--- src/rtl/multicycle_main_fsm_if.sv ---
// Control-unit bundle between the main sequencing FSM and the multicycle datapath.
// master = FSM side (samples instruction fields and mem_ready, drives selects/strobes).
interface multicycle_main_fsm_if #(
    parameter int CNT_W = 32
);
    logic [1:0]       Op;
    logic [5:0]       Funct;
    logic             mem_ready;
    logic             IRWrite;
    logic             NextPC;
    logic             AdrSrc;
    logic             ALUSrcA;
    logic [1:0]       ALUSrcB;
    logic [1:0]       ResultSrc;
    logic             ALUOp;
    logic             RegW;
    logic             MemW;
    logic             Branch;
    logic             illegal_op;
    logic [3:0]       state;
    logic [CNT_W-1:0] retired;

    modport master (
        input  Op, Funct, mem_ready,
        output IRWrite, NextPC, AdrSrc, ALUSrcA, ALUSrcB, ResultSrc, ALUOp,
               RegW, MemW, Branch, illegal_op, state, retired
    );

    modport slave (
        output Op, Funct, mem_ready,
        input  IRWrite, NextPC, AdrSrc, ALUSrcA, ALUSrcB, ResultSrc, ALUOp,
               RegW, MemW, Branch, illegal_op, state, retired
    );
endinterface

--- src/rtl/multicycle_main_fsm.sv ---
// Multicycle ARM main control FSM: Moore selects/strobes registered per state, IRWrite/NextPC gated by mem_ready.
// Latency ALU 4 / B 3 / LDR 5 / STR 4 cycles; mem_ready low in FETCH, MEMRD or MEMWR holds the state one more cycle.
module multicycle_main_fsm #(
    parameter int CNT_W = 32
) (
    input  logic                 clk,
    input  logic                 reset,
    multicycle_main_fsm_if.master bus
);
    typedef enum logic [3:0] {
        S_FETCH  = 4'd0,
        S_DECODE = 4'd1,
        S_MEMADR = 4'd2,
        S_MEMRD  = 4'd3,
        S_MEMWB  = 4'd4,
        S_MEMWR  = 4'd5,
        S_EXECR  = 4'd6,
        S_EXECI  = 4'd7,
        S_ALUWB  = 4'd8,
        S_BRANCH = 4'd9
    } state_t;

    typedef struct packed {
        logic       adr_src;
        logic       alu_src_a;
        logic [1:0] alu_src_b;
        logic [1:0] result_src;
        logic       alu_op;
        logic       reg_w;
        logic       mem_w;
        logic       branch;
    } ctrl_t;

    function automatic ctrl_t f_decode(input state_t s);
        ctrl_t c;
        c = '0;
        case (s)
            S_FETCH, S_DECODE: begin
                c.alu_src_a  = 1'b1;
                c.alu_src_b  = 2'b10;
                c.result_src = 2'b10;
            end
            S_MEMADR: c.alu_src_b = 2'b01;
            S_MEMRD:  c.adr_src   = 1'b1;
            S_MEMWB: begin
                c.result_src = 2'b01;
                c.reg_w      = 1'b1;
            end
            S_MEMWR: begin
                c.adr_src = 1'b1;
                c.mem_w   = 1'b1;
            end
            S_EXECR: c.alu_op = 1'b1;
            S_EXECI: begin
                c.alu_src_b = 2'b01;
                c.alu_op    = 1'b1;
            end
            S_ALUWB: c.reg_w = 1'b1;
            S_BRANCH: begin
                c.alu_src_b  = 2'b01;
                c.result_src = 2'b10;
                c.branch     = 1'b1;
            end
            default: c = '0;
        endcase
        return c;
    endfunction

    state_t           r_state;
    ctrl_t            r_ctrl;
    logic [CNT_W-1:0] r_retired;
    state_t           w_next;
    logic             w_retire;
    logic             w_unused_funct;

    assign w_unused_funct = ^bus.Funct[4:1];

    always_comb begin
        w_next   = S_FETCH;
        w_retire = 1'b0;
        case (r_state)
            S_FETCH:  w_next = bus.mem_ready ? S_DECODE : S_FETCH;
            S_DECODE: begin
                case (bus.Op)
                    2'b00:   w_next = bus.Funct[5] ? S_EXECI : S_EXECR;
                    2'b01:   w_next = S_MEMADR;
                    2'b10:   w_next = S_BRANCH;
                    default: w_next = S_FETCH;
                endcase
            end
            S_MEMADR: w_next = bus.Funct[0] ? S_MEMRD : S_MEMWR;
            S_MEMRD:  w_next = bus.mem_ready ? S_MEMWB : S_MEMRD;
            S_MEMWR: begin
                w_next   = bus.mem_ready ? S_FETCH : S_MEMWR;
                w_retire = bus.mem_ready;
            end
            S_EXECR, S_EXECI: w_next = S_ALUWB;
            S_ALUWB, S_MEMWB, S_BRANCH: begin
                w_next   = S_FETCH;
                w_retire = 1'b1;
            end
            default: w_next = S_FETCH;
        endcase
    end

    // Output register is loaded with the decode of the state being entered, so it always matches r_state.
    always_ff @(posedge clk or posedge reset) begin
        if (reset) begin
            r_state   <= S_FETCH;
            r_ctrl    <= f_decode(S_FETCH);
            r_retired <= '0;
        end else begin
            r_state <= w_next;
            r_ctrl  <= f_decode(w_next);
            if (w_retire) begin
                r_retired <= r_retired + CNT_W'(1);
            end
        end
    end

    assign bus.IRWrite    = (r_state == S_FETCH) & bus.mem_ready;
    assign bus.NextPC     = (r_state == S_FETCH) & bus.mem_ready;
    assign bus.illegal_op = (r_state == S_DECODE) & (bus.Op == 2'b11);
    assign bus.AdrSrc     = r_ctrl.adr_src;
    assign bus.ALUSrcA    = r_ctrl.alu_src_a;
    assign bus.ALUSrcB    = r_ctrl.alu_src_b;
    assign bus.ResultSrc  = r_ctrl.result_src;
    assign bus.ALUOp      = r_ctrl.alu_op;
    assign bus.RegW       = r_ctrl.reg_w;
    assign bus.MemW       = r_ctrl.mem_w;
    assign bus.Branch     = r_ctrl.branch;
    assign bus.state      = r_state;
    assign bus.retired    = r_retired;
endmodule

--- src/flat_wrapper.sv ---
// flat-port wrapper written by rule: the top's interface ports become plain ports
module multicycle_main_fsm_flat 
#(
    parameter int CNT_W = 32
)
  (clk, reset, bus_Op, bus_Funct, bus_mem_ready, bus_IRWrite, bus_NextPC, bus_AdrSrc, bus_ALUSrcA, bus_ALUSrcB, bus_ResultSrc, bus_ALUOp, bus_RegW, bus_MemW, bus_Branch, bus_illegal_op, bus_state, bus_retired);
  multicycle_main_fsm_if #(.CNT_W(CNT_W)) bus_i ();
  input  logic clk;
  input  logic reset;
  input wire logic [$bits(bus_i.Op)-1:0] bus_Op;
  input wire logic [$bits(bus_i.Funct)-1:0] bus_Funct;
  input wire logic [$bits(bus_i.mem_ready)-1:0] bus_mem_ready;
  output wire logic [$bits(bus_i.IRWrite)-1:0] bus_IRWrite;
  output wire logic [$bits(bus_i.NextPC)-1:0] bus_NextPC;
  output wire logic [$bits(bus_i.AdrSrc)-1:0] bus_AdrSrc;
  output wire logic [$bits(bus_i.ALUSrcA)-1:0] bus_ALUSrcA;
  output wire logic [$bits(bus_i.ALUSrcB)-1:0] bus_ALUSrcB;
  output wire logic [$bits(bus_i.ResultSrc)-1:0] bus_ResultSrc;
  output wire logic [$bits(bus_i.ALUOp)-1:0] bus_ALUOp;
  output wire logic [$bits(bus_i.RegW)-1:0] bus_RegW;
  output wire logic [$bits(bus_i.MemW)-1:0] bus_MemW;
  output wire logic [$bits(bus_i.Branch)-1:0] bus_Branch;
  output wire logic [$bits(bus_i.illegal_op)-1:0] bus_illegal_op;
  output wire logic [$bits(bus_i.state)-1:0] bus_state;
  output wire logic [$bits(bus_i.retired)-1:0] bus_retired;
  assign bus_i.Op = bus_Op;
  assign bus_i.Funct = bus_Funct;
  assign bus_i.mem_ready = bus_mem_ready;
  assign bus_IRWrite = bus_i.IRWrite;
  assign bus_NextPC = bus_i.NextPC;
  assign bus_AdrSrc = bus_i.AdrSrc;
  assign bus_ALUSrcA = bus_i.ALUSrcA;
  assign bus_ALUSrcB = bus_i.ALUSrcB;
  assign bus_ResultSrc = bus_i.ResultSrc;
  assign bus_ALUOp = bus_i.ALUOp;
  assign bus_RegW = bus_i.RegW;
  assign bus_MemW = bus_i.MemW;
  assign bus_Branch = bus_i.Branch;
  assign bus_illegal_op = bus_i.illegal_op;
  assign bus_state = bus_i.state;
  assign bus_retired = bus_i.retired;
  multicycle_main_fsm #(.CNT_W(CNT_W)) u_core (.clk(clk), .reset(reset), .bus(bus_i));
endmodule
--- config.mk ---
export PLATFORM = sky130hd
export DESIGN_NAME = multicycle_main_fsm_flat
export DESIGN_NICKNAME = d
export VERILOG_FILES = /design/src/rtl/multicycle_main_fsm_if.sv /design/src/rtl/multicycle_main_fsm.sv /design/src/flat_wrapper.sv
export SDC_FILE = /design/constraint.sdc
export NUM_CORES = 1
export LEC_CHECK = 0
export ABC_CLOCK_PERIOD_IN_PS = 2500
export CAP_MARGIN = 20
export CORE_MARGIN = 2
export CORE_UTILIZATION = 47
export DETAILED_ROUTE_END_ITERATION = 8
export GPL_TIMING_DRIVEN = 0
export PLACE_DENSITY = 0.79
export SLEW_MARGIN = 20
export SYNTH_ARGS = -nofsm -noshare
export SYNTH_HDL_FRONTEND = slang
export SYNTH_SLANG_ARGS = --single-unit
--- constraint.sdc ---
create_clock -name clk -period 2.5 [get_ports clk]
set_clock_uncertainty 0.15 [all_clocks]
set_input_delay 0.25 -clock clk [delete_from_list [all_inputs] [get_ports clk]]
set_output_delay 0.25 -clock clk [all_outputs]
set_load 0.02 [all_outputs]
== Yosys cells after proc, flatten, opt, wreduce, memory -nomap -nowiden ==
Index checks and enable logic that the tools add are counted.

* Output and inout port bits: 49
* Input bits: 11
* Register bits after elaboration: 46

* Eq/ne operators: 21
* Muxes and demuxes: 16
* Add/sub/neg operators: 1
* Bitwise logic cells: 2
* Reduce and logical (&&, ||, !) cells: 11

{| class="wikitable"
|+ Operator list
! operator !! count
|-
| 32-bit by 1-bit adder with 32-bit output, second input constant || 1
|-
| 4-bit by 3-bit equality test with 1-bit output, second input constant || 8
|-
| 4-bit case mux with 6 select lines || 1
|-
| 4-bit by 2-bit equality test with 1-bit output, second input constant || 4
|-
| 4-bit equality test, second input constant || 4
|-
| 4-bit case mux with 3 select lines || 1
|-
| 2-bit OR reduction || 5
|-
| 3-bit 2-to-1 mux || 3
|-
| 3-bit OR reduction || 3
|-
| 4-bit by 1-bit equality test with 1-bit output, second input constant || 2
|-
| 4-bit zero test || 2
|-
| 1-bit 2-to-1 mux || 8
|-
| 2-bit case mux with 2 select lines || 2
|-
| 2-bit equality test, second input constant || 2
|-
| 1-bit bitwise AND || 2
|-
| 2-bit by 1-bit equality test with 1-bit output, second input constant || 1
|-
| 2-bit zero test || 1
|-
| 1-bit case mux with 2 select lines || 1
|}

== Depth between registers and ports, before layout ==
Gate-level depths: netlist (run 1).

* Depth after elaboration: 6
* Mapped depth: 7
* Gate-level depth less buffers: 6

== Worst setup path before layout (run 1) ==
OpenSTA, ideal clock, no wires.

* Path kind: register -> register
* Start: reg u_core.r_state[1], in the netlist u_core.bus.state[1]
* End: reg u_core.r_retired[31], in the netlist u_core.bus.retired[31]
* Clock period less this slack: 2,112 ps
* Path slack: 388 ps
* Arrival: 1,833 ps
* Cell stages (with the launch flop): 6
* Cells stage by stage: dfrtp_1 buf_2 or4b_1 nor3_4 nand4_1 xnor2_1

* Cells in the longest elaborated chain, start to end: 3
* Elaborated cells between the ends (all ways): 6
* Those cells by class: 4 x eq/ne; 1 x mux; 1 x reduce/logical

{| class="wikitable"
|+ Ends and longest elaborated chain
! what !! line !! source
|-
| from (decl) || multicycle_main_fsm.sv:69 || <nowiki>state_t r_state;</nowiki>
|-
| from (signal assigned) || multicycle_main_fsm.sv:113 || <nowiki>r_state <= w_next;</nowiki>
|-
| 4-bit equality test or 4-bit by 3-bit equality test with 1-bit output (tied branches) || multicycle_main_fsm.sv:81 || <nowiki>case (r_state)</nowiki>
|-
| 3-bit OR reduction || multicycle_main_fsm.sv:81 ||
|-
| 1-bit case mux with 2 select lines * || multicycle_main_fsm.sv:81 ||
|-
| to (signal assigned) || multicycle_main_fsm.sv:116 || <nowiki>r_retired <= r_retired + CNT_W'(1);</nowiki>
|-
| to (decl) || multicycle_main_fsm.sv:71 || <nowiki>logic [CNT_W-1:0] r_retired;</nowiki>
|}

Mark *: on every way between the ends. The rest lies on a longest branch, timed or not.
A chain may end at the register's enable or synchronous reset.

== Worst setup path in the final report (run 1) ==
* Start: reg u_core.r_state[2], in the netlist u_core.bus.state[2]
* End: out bus_NextPC

* Cells in the longest elaborated chain, start to end: 2

{| class="wikitable"
|+ Ends and longest elaborated chain
! what !! line !! source
|-
| 4-bit zero test || multicycle_main_fsm.sv:122 || <nowiki>assign bus.NextPC = (r_state == S_FETCH) & bus.mem_ready;</nowiki>
|-
| 1-bit bitwise AND || multicycle_main_fsm.sv:122 ||
|-
| to (decl) || flat_wrapper.sv:14 || <nowiki>output wire logic [$bits(bus_i.NextPC)-1:0] bus_NextPC;</nowiki>
|}

Every way passes these cells.

==> results of run 1 <==
[synthesized netlist by cell type (all sizes together)]
library cell   n  share of area, %
o21ai          1              0.24
xor2           7               3.0
dfstp          3               3.8
clkbuf         3              0.61
o21bai         1              0.37
o32ai          1              0.43
nand2         21               3.8
nor2          16               2.9
o22ai          1              0.31
a31oi          1              0.31
or3            1              0.31
mux2           1              0.55
and3           6               1.8
nor3          10               3.8
nand4          8               2.7
buf            3              0.85
nor4bb         1              0.49
or4            3               1.3
a21oi          5               1.4
nor4           2              0.61
ha             1              0.61
nand3         10               2.4
nor2b          3              0.92
xnor2         24                10
nor4b          1              0.43
inv            3              0.55
a211oi         1              0.37
or4b           1              0.49
a31o           1              0.43
and4           1              0.43
nand2b         3              0.92
dfrtp         43                52
[final cells by class]
| type | count | share of cell area, % |
|---|---|---|
| clock buffer | 6 | 2.96 |
| clock inverter | 2 | 0.448 |
| multi-input combinational | 132 | 30.8 |
| sequential | 46 | 41.4 |
| inverter | 3 | 0.404 |
| tap | 52 | 2.33 |
| buffer | 5 | 0.942 |
| timing repair buffer | 56 | 20.7 |
[cells in the final DEF (no fill, tap or decap), types with 2 or more instances in the layout]
cell,instances
clkdlybuf4s50_1,55
dfrtp_1,43
xnor2_1,24
nand2_1,21
nor2_1,16
nand3_1,10
xor2_1,7
nand4_1,7
and3_1,6
nor3_1,6
clkbuf_8,6
a21oi_1,4
nand2b_1,3
nor2b_1,3
dfstp_2,3
buf_2,2
nor4_1,2
nor3_2,2
inv_1,2
nor3_4,2
or4_1,2
[state kept, by name, summed over array words and instances, names as in the netlist]
register	count
u_core.bus.state	4
u_core.bus.ALUOp	1
u_core.bus.retired	32
u_core.bus.MemW	1
u_core.bus.AdrSrc	1
u_core.bus.Branch	1
u_core.bus.ResultSrc	2
u_core.bus.RegW	1
u_core.bus.ALUSrcB	2
u_core.bus.ALUSrcA	1
[logic make-up (layout without fill, tap and decap cells)]
logic type	Yosys count	after routing	share of synthesized area (%)
xor+xnor	31	31	13.2
flops	46	46	56.3
simple gates	87	87	23.4
mux	1	1	0.549
fa+ha+maj	1	1	0.610
compound gates	12	12	3.84
buf+inv	9	72	2.01
[worst reg2reg max path: cells and delay by family (launching register included)]
family | cells | cell delay, ns
and+or+nand+nor | 3 | 1.20
xor gates and xnor gates | 1 | 0.14
DFF | 1 | 0.43
buffers and inverters | 1 | 0.20
[worst paths after layout]
| check | endpoint | cells past startpoint | slack [ns] |
|---|---|---|---|
| setup / recovery | bus_NextPC | 6 | 0.15 |
| hold / removal | u_core.bus.retired[19] | 2 | 0.15 |
| setup reg to reg | u_core.bus.retired[31] | 5 | 0.27 |
| hold reg to reg | u_core.bus.retired[31] | 1 | 0.32 |
| max in group asynchronous | u_core.bus.ALUSrcB[1] | 3 | 1.49 |
| min in group clk | u_core.bus.retired[31] | 1 | 0.32 |
[what timing repair did]
action                     in CTS  in global routing
gates cloned                    0                  0
setup endpoints to repair       1                  1
buffers inserted                0                  0
pin swaps                       0                  0
gates resized for setup         0                  1
[report_power, final]
part | leakage [nW] | switching [mW] | internal, mW
combinational | 0.553 | 0.509 | 0.417
sequential | 0.618 | 0.0958 | 0.883
clock | 0.0472 | 0.235 | 0.222
[per-layer routing]
metal	GRT usage (%)	vias to the layer above	share of wire, %
li1	-	766	-
met1	22.8	737	45
met2	27.8	42	48
met3	5.34	6	5.6
met4	7.26	0	1.7
met5	0	-	0
==> impl_metrics.py, run 1 <==
metrics = {
    "detailed_routing": {
        "drt_first_pass_iters": 4,
        "vias": 1551,
        "drt-total-wl_mm": 3.98,
        "vias_per_cell": 5.14,
        "route.detailed.drc": 0,
        "drt_iter0_drc": 125,
        "antenna_left": 0,
        "routedWlPerCell_um": 13.2,
    },
    "critical_path": {
        "cp_cell_sequence": "buf_2 -> nor2_1 -> nand2_1 -> nor3_2 -> buf_4 -> clkdlybuf4s50_1",
        "required_ns": 2.10,
        "crit_path_start_kind": "flip-flop",
        "crit_start": "u_core.bus.state[2]",
        "critPathBufInv": 3,
        "critPathTopFamily": "buffers and inverters",
        "slowest_stage": "clkdlybuf4s50_1",
        "end_kind": "output port",
        "cp_slowest_stage_delay_ns": 0.59,
        "arrival_ns": 1.95,
        "cp_max_fo": 10,
        "path_class": "reg -> out",
        "r2r_start": "u_core.bus.state[1]",
    },
    "cells_and_area": {
        "diodes": 0,
        "nFillCells": 342,
        "stdcell_area_sq_um": 2790,
        "seq_area_sq_um": 1150,
        "final_util_pct": 65.4,
        "drive_above_1_share_pct": 10.4,
        "layout.nets": 261,
        "layout.cells.non_filler": 302,
        "area_delta_synth_final_pct": 36.1,
        "multi_input_area_sq_um": 860,
    },
    "logic_synthesis": {
        "yosysUniqueCellTypes": 39,
        "seq_area_frac_synth_pct": 56.3,
        "syn_avg_cell_area_sq_um": 11.0,
        "synth_cells": 187,
        "yosys_warnings": 0,
        "synth-seq-cells": 46,
        "syn_nets": 199,
        "synth_area_sq_um": 2050,
    },
    "floorplan": {
        "core_sq_um": 4260,
        "start_util_pct": 48.1,
        "pin_count": 60,
        "die_h_um": 70.1,
        "placementRows": 24,
        "die_x_um": 70.1,
        "die-area_sq_um": 4910,
    },
    "timing": {
        "hold_slack_ns": 0.153,
        "rsz0062_at_grt": "false",
        "setup_violations": 0,
        "finalSetupTns_ns": 0,
        "worstMarginPinSlew_ns": 0.654,
        "slew_headroom_pct": 56.0,
        "fin_crit_sh_pct": 94.1,
        "period_minus_slack_ns": 2.35,
        "timing.final.ws_setup_ns": 0.148,
        "drv_slew": 0,
        "fmax_mhz": 425,
        "hold_viol_final": 0,
    },
    "placement": {
        "io_buffers": 55,
        "post_dp_cell_area_sq_um": 2690,
        "gp_congestion": 0.813,
        "dp_cells": 295,
        "dp_slack_ns": 0.231,
        "hpwl_mm": 2.98,
    },
    "min_path": {
        "hold_class": "in -> async",
    },
    "clocking": {
        "cts_max_path_buffers": 2,
        "hold_buffers": 0,
        "numCtsBuffers": 5,
        "clk_pin_slew_worst_paths_ns": 0.08,
        "clock-sinks": 46,
        "root_buffer": "clkbuf_8",
        "clk_latency_ns": 0.29,
        "cts_tree": "yes",
        "htree_levels": 2,
    },
    "power": {
        "vdd_drop_max_v": 0.000673,
        "p_leak_nw": 1.22,
        "power_mw": 2.36,
        "power.density_nw_per_um2": 847,
    },
    "grt": {
        "antenna_found_initial": 0,
        "grt_max_degree": 25,
        "grt_pass1_vias": 1471,
        "grt_pass1_wl_mm": 6.69,
        "track_usage_pct": 17.7,
        "overflow": 0,
    },
    "run_status": {
        "status": "completed",
    },
    "run": {
        "max-cap-violations": 0,
    },
}
Power figures use the tool's default switching activity.
==> run 2: changes to the inputs <==
--- a/config.mk
+++ b/config.mk
@@ -10,4 +10,5 @@
 export CORE_MARGIN = 2
 export CORE_UTILIZATION = 47
+export CTS_CLUSTER_DIAMETER = 150
 export DETAILED_ROUTE_END_ITERATION = 8
 export GPL_TIMING_DRIVEN = 0
==> constraint.sdc (replaced) <==
create_clock -name clk -period 2.5 [get_ports clk]
set_clock_uncertainty 0.15 [all_clocks]
set_input_delay 0.375 -clock clk [delete_from_list [all_inputs] [get_ports clk]]
set_output_delay 0.375 -clock clk [all_outputs]
set_load 0.02 [all_outputs]
==> run 2 against run 1 <==
Against the previous run:
- cell area down 0.13%
- setup slack worse by 0.049 ns
- count of clock-buffer cells in the layout unchanged
- non-clock buffer count unchanged
- first-iteration DRC count unchanged
- flip-flop and latch count unchanged
- final cell count unchanged
- utilization down 0.088 points
- die area unchanged
- sequential share of layout area up 0.056 points
- critical path depth down 2
- sequential power about the same
- critical path type unchanged
- critical endpoint is now bus_illegal_op
==> impl_metrics.py, run 2 (synthesized netlist as in run 1, its figures left out) <==
metrics = {
    "floorplan": {
        "die_x_um": 70.1,
        "core_sq_um": 4260,
        "die-area_sq_um": 4910,
        "start_util_pct": 48.1,
        "die_h_um": 70.1,
        "placementRows": 24,
        "pin_count": 60,
    },
    "timing": {
        "fmax_mhz": 417,
        "finalSetupTns_ns": 0,
        "drv_slew": 0,
        "hold_viol_final": 0,
        "slew_headroom_pct": 56.0,
        "setup_violations": 0,
        "period_minus_slack_ns": 2.40,
        "timing.final.ws_setup_ns": 0.0994,
        "rsz0062_at_grt": "false",
        "fin_crit_sh_pct": 96.0,
        "worstMarginPinSlew_ns": 0.654,
    },
    "cells_and_area": {
        "final_cell_mix": "clkdlybuf4s50_1, dfrtp_1, xnor2_1",
        "final_common_cell": "clkdlybuf4s50_1",
        "largest_reg_flops": 32,
        "final_util_pct": 65.3,
        "layout.nets": 261,
        "drive_above_1_share_pct": 10.0,
        "diodes": 0,
        "area_delta_synth_final_pct": 35.9,
    },
    "placement": {
        "dp_slack_ns": 0.0153,
        "hpwl_mm": 2.98,
        "io_buffers": 55,
        "gp_congestion": 0.813,
    },
    "grt": {
        "grt_pass1_vias": 1471,
        "antenna_found_initial": 0,
        "track_usage_pct": 17.7,
        "overflow": 0,
        "grt_pass1_wl_mm": 6.69,
        "grt_max_degree": 25,
    },
    "detailed_routing": {
        "drt_first_pass_iters": 4,
        "drt-total-wl_mm": 3.99,
        "vias_per_cell": 5.13,
        "antenna_left": 0,
        "drt_iter0_drc": 125,
        "routedWlPerCell_um": 13.2,
        "route.detailed.drc": 0,
        "vias": 1549,
    },
    "critical_path": {
        "required_ns": 1.98,
        "reg2reg_slack_ns": 0.27,
        "arrival_ns": 1.88,
        "path_class": "reg -> out",
        "end_kind": "output port",
        "crit_path_start_kind": "flip-flop",
        "cp_max_fo": 9,
    },
    "power": {
        "p_sw_share_pct": 35.6,
        "seqPwrFrac_pct": 41.6,
        "vdd_drop_max_v": 0.000673,
        "power.density_nw_per_um2": 844,
        "switching_power_uw": 838,
        "p_int_mw": 1.51,
        "power.share.clock_pct": 19.4,
        "power_mw": 2.35,
        "p_leak_nw": 1.24,
        "pwr-share-comb_pct": 38.9,
    },
    "run_status": {
        "status": "completed",
    },
    "clocking": {
        "cts_setup_buffers": 0,
        "clock-sinks": 46,
        "clk_pin_slew_worst_paths_ns": 0.08,
        "htree_levels": 2,
        "clk_latency_ns": 0.29,
        "root_buffer": "clkbuf_8",
        "cts_tree": "yes",
        "cts_max_path_buffers": 2,
        "numCtsBuffers": 5,
    },
    "run": {
        "max-cap-violations": 0,
    },
    "min_path": {
        "hold_class": "in -> async",
    },
}
[run 2: critical path: stages, from the launching register on]
cell and delay (ns):
dfrtp_1 0.36, clkbuf_2 0.20, nand2b_1 0.11, nor4_1 0.26, clkdlybuf4s50_1 0.65
[run 2: per-stage QoR]
stage          cells  hold slack (ns)  cell area (sq um)
2_1_floorplan    187            0.291               2050
3_5_place_dp     295            0.321               2690
5_1_grt          302            0.335               2790
3_3_place_gp     294            0.310               2670
6_report         302            0.278               2790
4_1_cts          302            0.295               2780
[run 2: final cells by class]
class                           count  area [sq um]
Clock inverter                      2          12.5
Multi-Input combinational cell    132           855
Clock buffer                        6          82.6
Timing Repair Buffer               56           579
Inverter                            3          11.3
Fill cell                         342          1480
Buffer                              5          26.3
Sequential cell                    46          1150
Tap cell                           52          65.1
[run 2: timing repair]
item / in CTS / in global routing
setup endpoints to repair: 2 / 1
endpoints found under the hold margin: 0 / 0
gates resized for setup: 1 / 1
pin swaps: 0 / 0
hold buffers: 0 / 0
[run 2: power groups by stage]
stage          sequential (mW)  clock [mW]  combinational [mW]
6_report                 0.979       0.457               0.915
3_3_place_gp             0.986           0               0.915
2_1_floorplan             1.12           0               0.426
4_1_cts                  0.979       0.474               0.925
5_1_grt                  0.997       0.514               0.992
3_5_place_dp             0.983           0               0.939
[run 2: worst paths after layout]
kind                                   startpoint                endpoint  cells after the start
min in group clk           u_core.bus.retired[31]  u_core.bus.retired[31]                      1
max in group asynchronous                   reset   u_core.bus.ALUSrcB[1]                      3
setup reg to reg              u_core.bus.state[1]  u_core.bus.retired[31]                      5
setup / recovery              u_core.bus.state[0]          bus_illegal_op                      4
hold / removal                              reset  u_core.bus.retired[19]                      2
hold reg to reg            u_core.bus.retired[31]  u_core.bus.retired[31]                      1
[run 2: layer usage]
layer | track usage (%) | share of wire, %
met5 | 0 | 0
met4 | 7.26 | 1.7
met3 | 5.34 | 5.8
met2 | 27.8 | 47
met1 | 22.8 | 45
